## config.mk

```make
export PLATFORM = sky130hd
export DESIGN_NAME = jesd204b_scrambler
export DESIGN_NICKNAME = d
export VERILOG_FILES = /design/src/rtl/jesd204b_scrambler.sv
export SDC_FILE = /design/constraint.sdc
export NUM_CORES = 1
export LEC_CHECK = 0
export BUFFER_PORTS_ARGS = -buffer_cell sky130_fd_sc_hd__clkbuf_2
export CAP_MARGIN = 15
export CELL_PAD_IN_SITES_DETAIL_PLACEMENT = 2
export CELL_PAD_IN_SITES_GLOBAL_PLACEMENT = 2
export CORE_ASPECT_RATIO = 0.75
export CORE_MARGIN = 5
export CORE_UTILIZATION = 30
export CTS_BUF_LIST = sky130_fd_sc_hd__clkbuf_4
export DETAILED_ROUTE_END_ITERATION = 10
export PLACE_DENSITY_LB_ADDON = 0.1
export REMOVE_ABC_BUFFERS = 1
export SLEW_MARGIN = 25
export SYNTH_ARGS = -nofsm -noshare
export SYNTH_HDL_FRONTEND = slang
export SYNTH_SLANG_ARGS = --single-unit
```

## constraint.sdc

```tcl
create_clock -name clk -period 4.63 [get_ports clk]
set_input_delay 0.926 -clock clk [delete_from_list [all_inputs] [get_ports clk]]
set_output_delay 0.926 -clock clk [all_outputs]
set_load 0.02 [all_outputs]
```

## src/rtl/jesd204b_scrambler.sv

```systemverilog
// ---------------------------------------------------------------------------
// jesd204b_scrambler
//
// Transmit-side JESD204B self-synchronous scrambler, polynomial
// 1 + x^14 + x^15. One DATA_WIDTH word is processed per accepted beat,
// MSB first (bit DATA_WIDTH-1 is the first bit in time). The 15-bit LFSR
// state carries across beats. The output stage is a single register slice.
//
// Optional build macro: JESD204B_SCRAMBLER_PRESET_EN
//   defined   : storage resets to SEED, and a reseed input is added
//   undefined : storage resets to zero, SEED is ignored
//
// Ports:
//   clk        in   rising-edge clock
//   reset      in   synchronous, active-high reset
//   reseed     in   (preset build only) reload storage with SEED
//   en         in   1 = scramble, 0 = bypass; sampled with each accepted beat
//   in_valid   in   upstream word valid
//   in_ready   out  block can accept a word this cycle (combinational)
//   in         in   plaintext word [DATA_WIDTH-1:0]
//   out_valid  out  out holds a valid word
//   out_ready  in   downstream accepts out this cycle
//   out        out  scrambled (or bypassed) word [DATA_WIDTH-1:0], registered
//
// Handshake: a word moves across an interface on a rising edge where its
// valid and ready are both 1. in_ready = !out_valid || out_ready, so the
// output register accepts a new word whenever it is empty or being drained
// in the same cycle, giving full throughput with one cycle of latency.
// ---------------------------------------------------------------------------
module jesd204b_scrambler #(
    parameter int          DATA_WIDTH = 128,
    parameter logic [14:0] SEED       = 15'h7F80
) (
    input  logic                  clk,
    input  logic                  reset,
`ifdef JESD204B_SCRAMBLER_PRESET_EN
    input  logic                  reseed,
`endif
    input  logic                  en,
    input  logic                  in_valid,
    output logic                  in_ready,
    input  logic [DATA_WIDTH-1:0] in,
    output logic                  out_valid,
    input  logic                  out_ready,
    output logic [DATA_WIDTH-1:0] out
);

`ifdef JESD204B_SCRAMBLER_PRESET_EN
    localparam logic [14:0] RESET_STATE = SEED;
`else
    // Storage always starts from zero in this build; SEED has no effect.
    localparam logic [14:0] RESET_STATE = SEED & 15'h0000;
`endif

    logic [DATA_WIDTH-1:0] r_out;
    logic                  r_out_valid;
    logic [14:0]           r_storage;

    logic                  w_accept;
    logic [14:0]           w_start;
    logic [14:0]           w_state;
    logic [DATA_WIDTH-1:0] w_word;
    logic                  w_fb;

    assign in_ready  = !r_out_valid || out_ready;
    assign w_accept  = in_valid && in_ready;
    assign out       = r_out;
    assign out_valid = r_out_valid;

`ifdef JESD204B_SCRAMBLER_PRESET_EN
    // A reseed coinciding with an accept scrambles that beat from SEED.
    assign w_start = reseed ? SEED : r_storage;
`else
    assign w_start = r_storage;
`endif

    // Bit-serial LFSR unrolled across the word. The bit shifted into the
    // state is the output bit (scrambled, or the plain bit in bypass), so a
    // downstream descrambler stays in step even while scrambling is off.
    always_comb begin
        w_state = w_start;
        w_word  = '0;
        w_fb    = 1'b0;
        for (int i = DATA_WIDTH - 1; i >= 0; i--) begin
            w_fb      = w_state[14] ^ w_state[13];
            w_word[i] = en ? (in[i] ^ w_fb) : in[i];
            w_state   = {w_state[13:0], w_word[i]};
        end
    end

    always_ff @(posedge clk) begin
        if (reset) begin
            r_out       <= '0;
            r_out_valid <= 1'b0;
            r_storage   <= RESET_STATE;
        end else if (w_accept) begin
            r_out       <= w_word;
            r_out_valid <= 1'b1;
            r_storage   <= w_state;
        end else begin
            // Without an accept, a drained word empties the register; a
            // stalled word holds together with the storage.
            if (out_ready) begin
                r_out_valid <= 1'b0;
            end
`ifdef JESD204B_SCRAMBLER_PRESET_EN
            if (reseed) begin
                r_storage <= SEED;
            end
`endif
        end
    end

endmodule

```

==> results of run 1 <==
-- per-stage QoR --
stage / std cells / hold WS (ps)
floorplan: 1009 / 524.1
global placement: 1840 / 444.9
detailed placement: 1840 / 455.7
CTS: 1872 / 470.9
global route: 1874 / 497.7
finish: 1874 / 468.4
-- registers in the layout, summed over array words and instances (netlist names) --
| register | flops |
|---|---|
| out_valid | 1 |
| out | 128 |
-- cells in the mapped netlist (2+ instances only) --
cell type  instances  area share
and3_1             8      0.0049
and4_1             3      0.0026
nand2_1           79       0.029
a211o_1            2      0.0017
xor2_1           122        0.11
xnor3_1           45        0.10
nand4_1            2      0.0012
buf_1              7      0.0026
a21oi_1           24       0.012
clkbuf_1          54       0.020
buf_2             14      0.0069
or2_2              3      0.0019
dfxtp_1          129        0.25
inv_1              3      0.0011
xor2_2            10       0.016
nor3_1             3      0.0015
a211oi_1         106       0.079
nor2_1           149       0.055
xor3_2             2      0.0049
xnor2_1          210        0.18
or3_1              6      0.0037
a31oi_1            4      0.0025
nor4_1             2      0.0012
o21ai_0           23       0.011
o21ai_1            3      0.0015
xnor2_2           11       0.018
and2_1             5      0.0031
nor2_2             3      0.0019
nand3_1            4      0.0020
mux2i_1            7      0.0069
xor3_1            12       0.028
xnor3_2            6       0.014
a21o_1             4      0.0030
-- area by class of cell --
| cell class | instances | area [um^2] | share of cell area |
|---|---|---|---|
| Antenna cell | 2 | 5.005 | 0.0003863 |
| Clock buffer | 17 | 127.6 | 0.009850 |
| Clock inverter | 15 | 148.9 | 0.01149 |
| Inverter | 4 | 15.01 | 0.001159 |
| Multi-Input combinational cell | 876 | 7242 | 0.5590 |
| Sequential cell | 129 | 2582 | 0.1993 |
| Tap cell | 450 | 563.0 | 0.04346 |
| Timing Repair Buffer | 381 | 2272 | 0.1754 |
-- worst min path at each step --
| stage | startpoint | end | depth (start not counted) |
|---|---|---|---|
| 3_3_place_gp | out[111] | out[111] | 2 |
| 4_1_cts | out[111] | out[111] | 2 |
| 2_1_floorplan | out[109] | out[109] | 2 |
| 5_1_grt | out[111] | out[111] | 2 |
| 3_5_place_dp | out[111] | out[111] | 2 |
| 6_report | out[111] | out[111] | 2 |
-- critical path: stages --
cell	delay, ps
clkbuf_2	150
xnor2_1	290
xnor3_1	500
xor2_1	210
nand2_1	120
xor2_2	260
xnor3_1	550
buf_4	180
xor2_1	140
xnor3_1	230
nor2_1	180
xnor2_1	200
xnor3_1	500
or3_1	320
a31oi_1	160
-- logic make-up after synthesis --
family,share of synthesized area
xor gates and xnor gates,0.4735
and+or+nand+nor,0.1158
muxes,0.008030
DFF,0.2550
buffers and inverters,0.03101
AOI/OAI and AO/OA,0.1167
-- metal layers --
metal	vias up	global-route usage	wire (um)
li1	4274	-	-
met1	4249	0.2646	17990
met2	148	0.3222	17050
met3	32	0.04941	1679
met4	10	0.03670	358
met5	-	0	56
-- timing repair --
item                                    in CTS  in global routing
resized for setup                            0                  1
endpoints found under the setup margin       0                  1
hold buffers                                 0                  0
==> results.toml, run 1 <==
[logic_synthesis]
synth.distinct_cells = 52
ys_warn_count = 0
yosys_most_used_dff = "dfxtp_1"
synth_edf_count = 0
synth_area_per_cell_um2 = 9.344
async_flop_share = 0
yosys_register_bits = 129
syn_area_um2 = 10130
yosysSeqAreaShare = 0.2550
syn_inst = 1084

[floorplanning]
io-pin-count = 263
die_h_um = 169.1
core-area_um2 = 33450
die_area_um2 = 37570
die_w_um = 222.2
rows = 58
start_util = 0.3028

[grt]
grt_pass1_wl_mm = 56.97
grt_max_degree = 81
grt_pass1_vias = 9611
antenna_found_initial = 6
gr-usage-all-layers = 0.1957
gr-total-overflow = 0

[finish]
area_growth_pct = 27.92
n_fill_cell = 3752
final_cell_mix = "260 x clkbuf_2, 210 x xnor2_1, 149 x nor2_1, 129 x dfxtp_1, 121 x xor2_1"
utilization = 0.3873
final_common_cell = "clkbuf_2"
drive_above_1_share = 0.3193
fin_nets = 1542
stdcell_area_um2 = 12960

[worst_setup_path]
rr_worst_depth = 16
start_kind = "primary input"
cp.arrival_ps = 4910
setup.worst_path.end_class = "flop"
r2r_slack_ps = 270
r2r-start = "out[7]"
worstPathRequired_ps = 5170
path_class = "in2reg"
critPathMaxFanout = 4
cp-startpoint = "in[123]"
r2r_end = "out[5]"
critPathCapture = "out[5]"

[routing]
via_per_inst = 4.649
drc_errors = 0
routed_wl_mm = 37.13
via_count = 8713
drt_iter0_markers = 284
wire_per_inst_um = 19.81
drtPass1Iterations = 4
ant_nets = 0

[place]
gp_congestion = 0.7888
portBuffers = 262
place_ws_ps = -458.1
dp_hpwl_mm = 29.13
post_dp_cell_area_um2 = 12670

[sta]
fin_setup_tns_ps = 0
rsz0062_at_grt = "no"
clock_skew_ps = 28.63
period_share = 0.9445
period_needed_ps = 4373
setup-violations-final = 0
drv_slew = 0
worst_slack_ps = 257.1
hold_viol = 0
tightest_slew_ps = 962.0
fmax_mhz = 228.7
max_slew_margin = 0.3579

[clocking]
cts.sinks = 129
clk_latency_ps = 610
cts_made_buffers = 17
root_buffer = "clkbuf_4"
post-cts-setup-buffers = 0
clock_tree.buffer_depth = 2
htreeDepth = 4
cts_tree = "built"
path_clk_slew_ps = 130

[hold_path]
hp-class = "reg2reg"

[status]
run_status = "complete, no violations"

[job]
maxCapViolations = 0
Power of run 1 is left out: the tool's default activity adds up to more than one toggle a clock period on the data nets, which glitch-free logic cannot reach.
==> inputs of run 2 (changes only) <==
--- a/config.mk
+++ b/config.mk
@@ -5,6 +5,7 @@
 export SDC_FILE = /design/constraint.sdc
 export NUM_CORES = 1
 export LEC_CHECK = 0
+export ABC_CLOCK_PERIOD_IN_PS = 4630
 export BUFFER_PORTS_ARGS = -buffer_cell sky130_fd_sc_hd__clkbuf_2
 export CAP_MARGIN = 15
 export CELL_PAD_IN_SITES_DETAIL_PLACEMENT = 2
@@ -16,6 +17,7 @@
 export DETAILED_ROUTE_END_ITERATION = 10
 export PLACE_DENSITY_LB_ADDON = 0.1
 export REMOVE_ABC_BUFFERS = 1
+export SETUP_SLACK_MARGIN = 0.4
 export SLEW_MARGIN = 25
 export SYNTH_ARGS = -nofsm -noshare
 export SYNTH_HDL_FRONTEND = slang
==> run 2 against run 1 <==
  * Die area stayed put
  * Cell count is 0.53% higher
  * Critical path depth stayed put
  * Flip-flop and latch count stayed put
  * Global-route usage hardly changed
  * Wire length is 1.7% higher
  * Critical path type unchanged
  * Critical endpoint unchanged
==> results.toml, run 2 (synthesis results as in run 1) <==
[routing]
drt_iter0_markers = 303
via_per_inst = 4.686
drtPass1Iterations = 4
drc_errors = 0
via_count = 8828
routed_wl_mm = 37.77
wire_per_inst_um = 20.05
ant_nets = 0

[clocking]
root_buffer = "clkbuf_4"
cts.sinks = 129
htreeDepth = 4
clock_tree.buffer_depth = 2
path_clk_slew_ps = 130
cts_made_buffers = 17
cts_tree = "built"
ctsHoldBuffers = 0
clk_latency_ps = 610

[grt]
gr-usage-all-layers = 0.1961
antenna_found_initial = 6
grt_max_degree = 81
gr-total-overflow = 0
grt_pass1_vias = 9635
grt_pass1_wl_mm = 57.14

[sta]
period_needed_ps = 4168
hold_viol = 0
clock_skew_ps = 28.88
drv_slew = 0
setup-violations-final = 0
rsz0062_at_grt = "yes"
fmax_mhz = 239.9
period_share = 0.9003
tightest_slew_ps = 1010
max_slew_margin = 0.3257

[place]
dp_hpwl_mm = 29.13
gp_congestion = 0.7888
portBuffers = 262

[floorplanning]
die_h_um = 169.1
start_util = 0.3028
die_area_um2 = 37570
core-area_um2 = 33450
die_w_um = 222.2
io-pin-count = 263
rows = 58

[worst_setup_path]
r2r_end = "out[9]"
start_kind = "primary input"
setup.worst_path.end_class = "flop"
critPathMaxFanout = 3
path_class = "in2reg"
cp-startpoint = "in[122]"
rr_worst_depth = 14
r2r_slack_ps = 480
worstPathRequired_ps = 5180
r2r-start = "out[13]"
critPathCapture = "out[5]"
cp.arrival_ps = 4710

[job]
maxCapViolations = 0

[finish]
utilization = 0.3959
largest_reg_flops = 128
drive_above_1_share = 0.3506
final_cell_mix = "260 x clkbuf_2, 195 x xnor2_1, 148 x nor2_1, 126 x buf_4, 122 x dfxtp_1"
final_common_cell = "clkbuf_2"
fin_nets = 1552
area_growth_pct = 30.77

[status]
run_status = "complete, no violations"

[hold_path]
hp-class = "reg2reg"
[run 2: cell count changes in the layout (fill, tap and decap cells not counted), moves of 5 or more]
cell     delta
xnor3_2     +5
dfxtp_1     -7
xnor2_1    -15
dfxtp_2     +5
xnor3_1     -5
buf_4      +10
xnor2_2    +13
[run 2: cell type report]
| cell class | count | area [um^2] |
|---|---|---|
| Inverter | 4 | 15.01 |
| Clock buffer | 17 | 127.6 |
| Timing Repair Buffer | 391 | 2347 |
| Tap cell | 450 | 563.0 |
| Antenna cell | 2 | 5.005 |
| Sequential cell | 129 | 2596 |
| Clock inverter | 15 | 148.9 |
| Multi-Input combinational cell | 876 | 7442 |
| Fill cell | 3718 | 20210 |
[run 2: worst max-delay path, cell delays in order]
cell and delay [ps]:
clkbuf_2 150, xnor2_2 280, xnor3_1 440, xor2_2 270
xnor2_2 180, nand2_1 100, xnor3_1 390, xnor3_1 310
xor3_1 240, nand2_1 120, xor2_2 220, xnor2_2 160
xnor3_1 460, or3_1 320, a31oi_1 160
[run 2: per-layer routing]
metal,up-vias,part of all wire,GRT usage,wire [um]
met5,-,0.0016,0,62
met4,10,0.0093,0.03670,353
met3,33,0.049,0.04941,1852
met2,159,0.47,0.3230,17580
met1,4346,0.47,0.2652,17920
li1,4280,-,-,-
[run 2: per-stage QoR]
step	hold slack [ps]	instance area (um^2)	setup TNS [ps]	setup slack, ps	std cells
3_3_place_gp	444.9	12670	-2799	-447.6	1840
4_1_cts	470.9	12960	0	356.8	1873
3_5_place_dp	455.7	12670	-3165	-458.1	1840
6_report	465.7	13250	0	461.7	1884
2_1_floorplan	524.1	9829	-158320	-1615	1009
5_1_grt	497.7	13250	0	333.2	1884
[run 2: timing repair]
item,CTS,global route
endpoints found under the setup margin,6,17
gates cloned,0,0
pin swaps,0,8
gates resized for setup,6,40
buffers inserted,1,9
[run 2: how the worst min path moves through the flow]
stage	depth (start not counted)	startpoint	slack [ps]	endpoint
5_1_grt	2	out[111]	500	out[111]
3_3_place_gp	2	out[111]	440	out[111]
6_report	2	out[111]	470	out[111]
4_1_cts	2	out[111]	470	out[111]
2_1_floorplan	2	out[109]	520	out[109]
3_5_place_dp	2	out[111]	460	out[111]
Power of run 2 is left out for the same reason.
==> inputs of run 3 (changes only) <==
--- a/config.mk
+++ b/config.mk
@@ -11,7 +11,7 @@
 export CELL_PAD_IN_SITES_DETAIL_PLACEMENT = 2
 export CELL_PAD_IN_SITES_GLOBAL_PLACEMENT = 2
 export CORE_ASPECT_RATIO = 0.75
-export CORE_MARGIN = 5
+export CORE_MARGIN = 10
 export CORE_UTILIZATION = 30
 export CTS_BUF_LIST = sky130_fd_sc_hd__clkbuf_4
 export DETAILED_ROUTE_END_ITERATION = 10
==> run 3 against run 2 <==
  * Die area increased by 11%
  * Maximum frequency rose by 0.33%
  * Worst hold slack lost 3.8 ps
  * Non-clock buffer count shrank 21
  * Largest cell class unchanged
==> results.toml, run 3 (synthesis results as in run 1) <==
[status]
run_status = "complete, no violations"

[worst_setup_path]
start_kind = "primary input"
cp_slowest_cell = "xnor3_2"
r2r_end = "out[6]"
cp.arrival_ps = 4640
worstPathCellList = "clkbuf_2, xnor2_4, xor3_2, buf_4, xor3_2, xor2_4, xnor3_2, xnor2_4, xor2_2, mux2i_4, xnor2_2, xnor2_2, xnor3_1, a211o_1, o2111a_1"
r2r-start = "out[7]"
critPathCapture = "out[9]"
worstPathRequired_ps = 5120
critPathMaxFanout = 5
rr_worst_depth = 16
cp-startpoint = "in[127]"
crit_path_max_incr_delay_ps = 480
path_class = "in2reg"
r2r_slack_ps = 510
setup.worst_path.end_class = "flop"

[clocking]
cts_made_buffers = 17
root_buffer = "clkbuf_4"
cts.sinks = 129
clk_latency_ps = 600
clock_tree.buffer_depth = 2
cts_tree = "built"
htreeDepth = 4
path_clk_slew_ps = 120

[sta]
period_share = 0.8973
setup-violations-final = 0
period_needed_ps = 4154
rsz0062_at_grt = "yes"
clock_skew_ps = 28.62
tightest_slew_ps = 955.9
hold_viol = 0
max_slew_margin = 0.3621
drv_slew = 0
fmax_mhz = 240.7

[floorplanning]
die_w_um = 232.2
core-area_um2 = 33380
die_h_um = 179.1
rows = 58
io-pin-count = 263
die_area_um2 = 41590
start_util = 0.3034

[grt]
grt_pass1_wl_mm = 58.50
antenna_found_initial = 4
grt_max_degree = 74
gr-total-overflow = 0
gr-usage-all-layers = 0.1848
grt_pass1_vias = 9541

[routing]
ant_nets = 0
via_count = 8768
drt_iter0_markers = 338
via_per_inst = 4.709
drtPass1Iterations = 5
drc_errors = 0
routed_wl_mm = 39.37
wire_per_inst_um = 21.14

[finish]
largest_reg_flops = 128
drive_above_1_share = 0.3570
fin_nets = 1531
final_cell_mix = "260 x clkbuf_2, 185 x xnor2_1, 147 x nor2_1, 119 x dfxtp_1, 114 x xor2_1"
area_growth_pct = 30.51
stdcell_area_um2 = 13220
utilization = 0.3960
final_common_cell = "clkbuf_2"

[place]
post_dp_cell_area_um2 = 12460
gp_congestion = 0.7861
dp_hpwl_mm = 30.44
portBuffers = 262

[job]
maxCapViolations = 0

[hold_path]
hp-class = "reg2reg"
[run 3: changes by cell type in the layout (fill, tap and decap cells not counted), moves of 3 or more]
cell      before  now
xor2_1       117  114
xnor2_1      195  185
dfxtp_1      122  119
buf_4        126  107
xnor2_2       24   33
clkinv_1       5    2
xor2_4         1    4
clkbuf_4      17   21
[run 3: worst min-delay path by stage]
stage	to	cells after the start	startpoint
floorplan	out[109]	2	out[109]
global placement	out[35]	2	out[35]
detailed placement	out[111]	2	out[111]
CTS	out[111]	2	out[111]
global route	out[110]	2	out[110]
finish	out[111]	2	out[111]
[run 3: critical path, delay by kind of cell]
kind	cells	cell delay (ps)
xor+xnor	10	2660
buf+inv	2	300
mux	1	300
compound gates	2	450
[run 3: timing repair]
action / CTS / global route
hold buffers: 0 / 0
cloned: 0 / 0
setup buffers: 1 / 12
setup endpoints to repair: 7 / 17
pin swaps: 3 / 27
resized for setup: 16 / 59
[run 3: per-stage QoR]
step | setup WS [ps] | instances | TNS (ps) | hold WS, ps
3_3_place_gp | -439.3 | 1816 | -2041 | 444.6
5_1_grt | 300.4 | 1860 | 0 | 483.8
4_1_cts | 390.5 | 1847 | 0 | 464.6
3_5_place_dp | -480.6 | 1816 | -3028 | 446.7
6_report | 475.6 | 1862 | 0 | 461.9
2_1_floorplan | -1615 | 1009 | -158320 | 524.1
[run 3: layout make-up]
type / count / area (um^2)
Tap cell: 450 / 563.0
Antenna cell: 3 / 7.507
Timing Repair Buffer: 370 / 2165
Clock inverter: 9 / 92.59
Clock buffer: 21 / 157.7
Fill cell: 3794 / 20160
Inverter: 4 / 15.01
Multi-Input combinational cell: 876 / 7614
Sequential cell: 129 / 2605
[run 3: routing by layer]
layer | vias up | global-route usage | share of wire
li1 | 4233 | - | -
met1 | 4371 | 0.2369 | 0.46
met2 | 145 | 0.3128 | 0.49
met3 | 15 | 0.04918 | 0.047
met4 | 4 | 0.02363 | 0.0049
met5 | - | 0 | 0.00086
Power of run 3 is left out for the same reason.
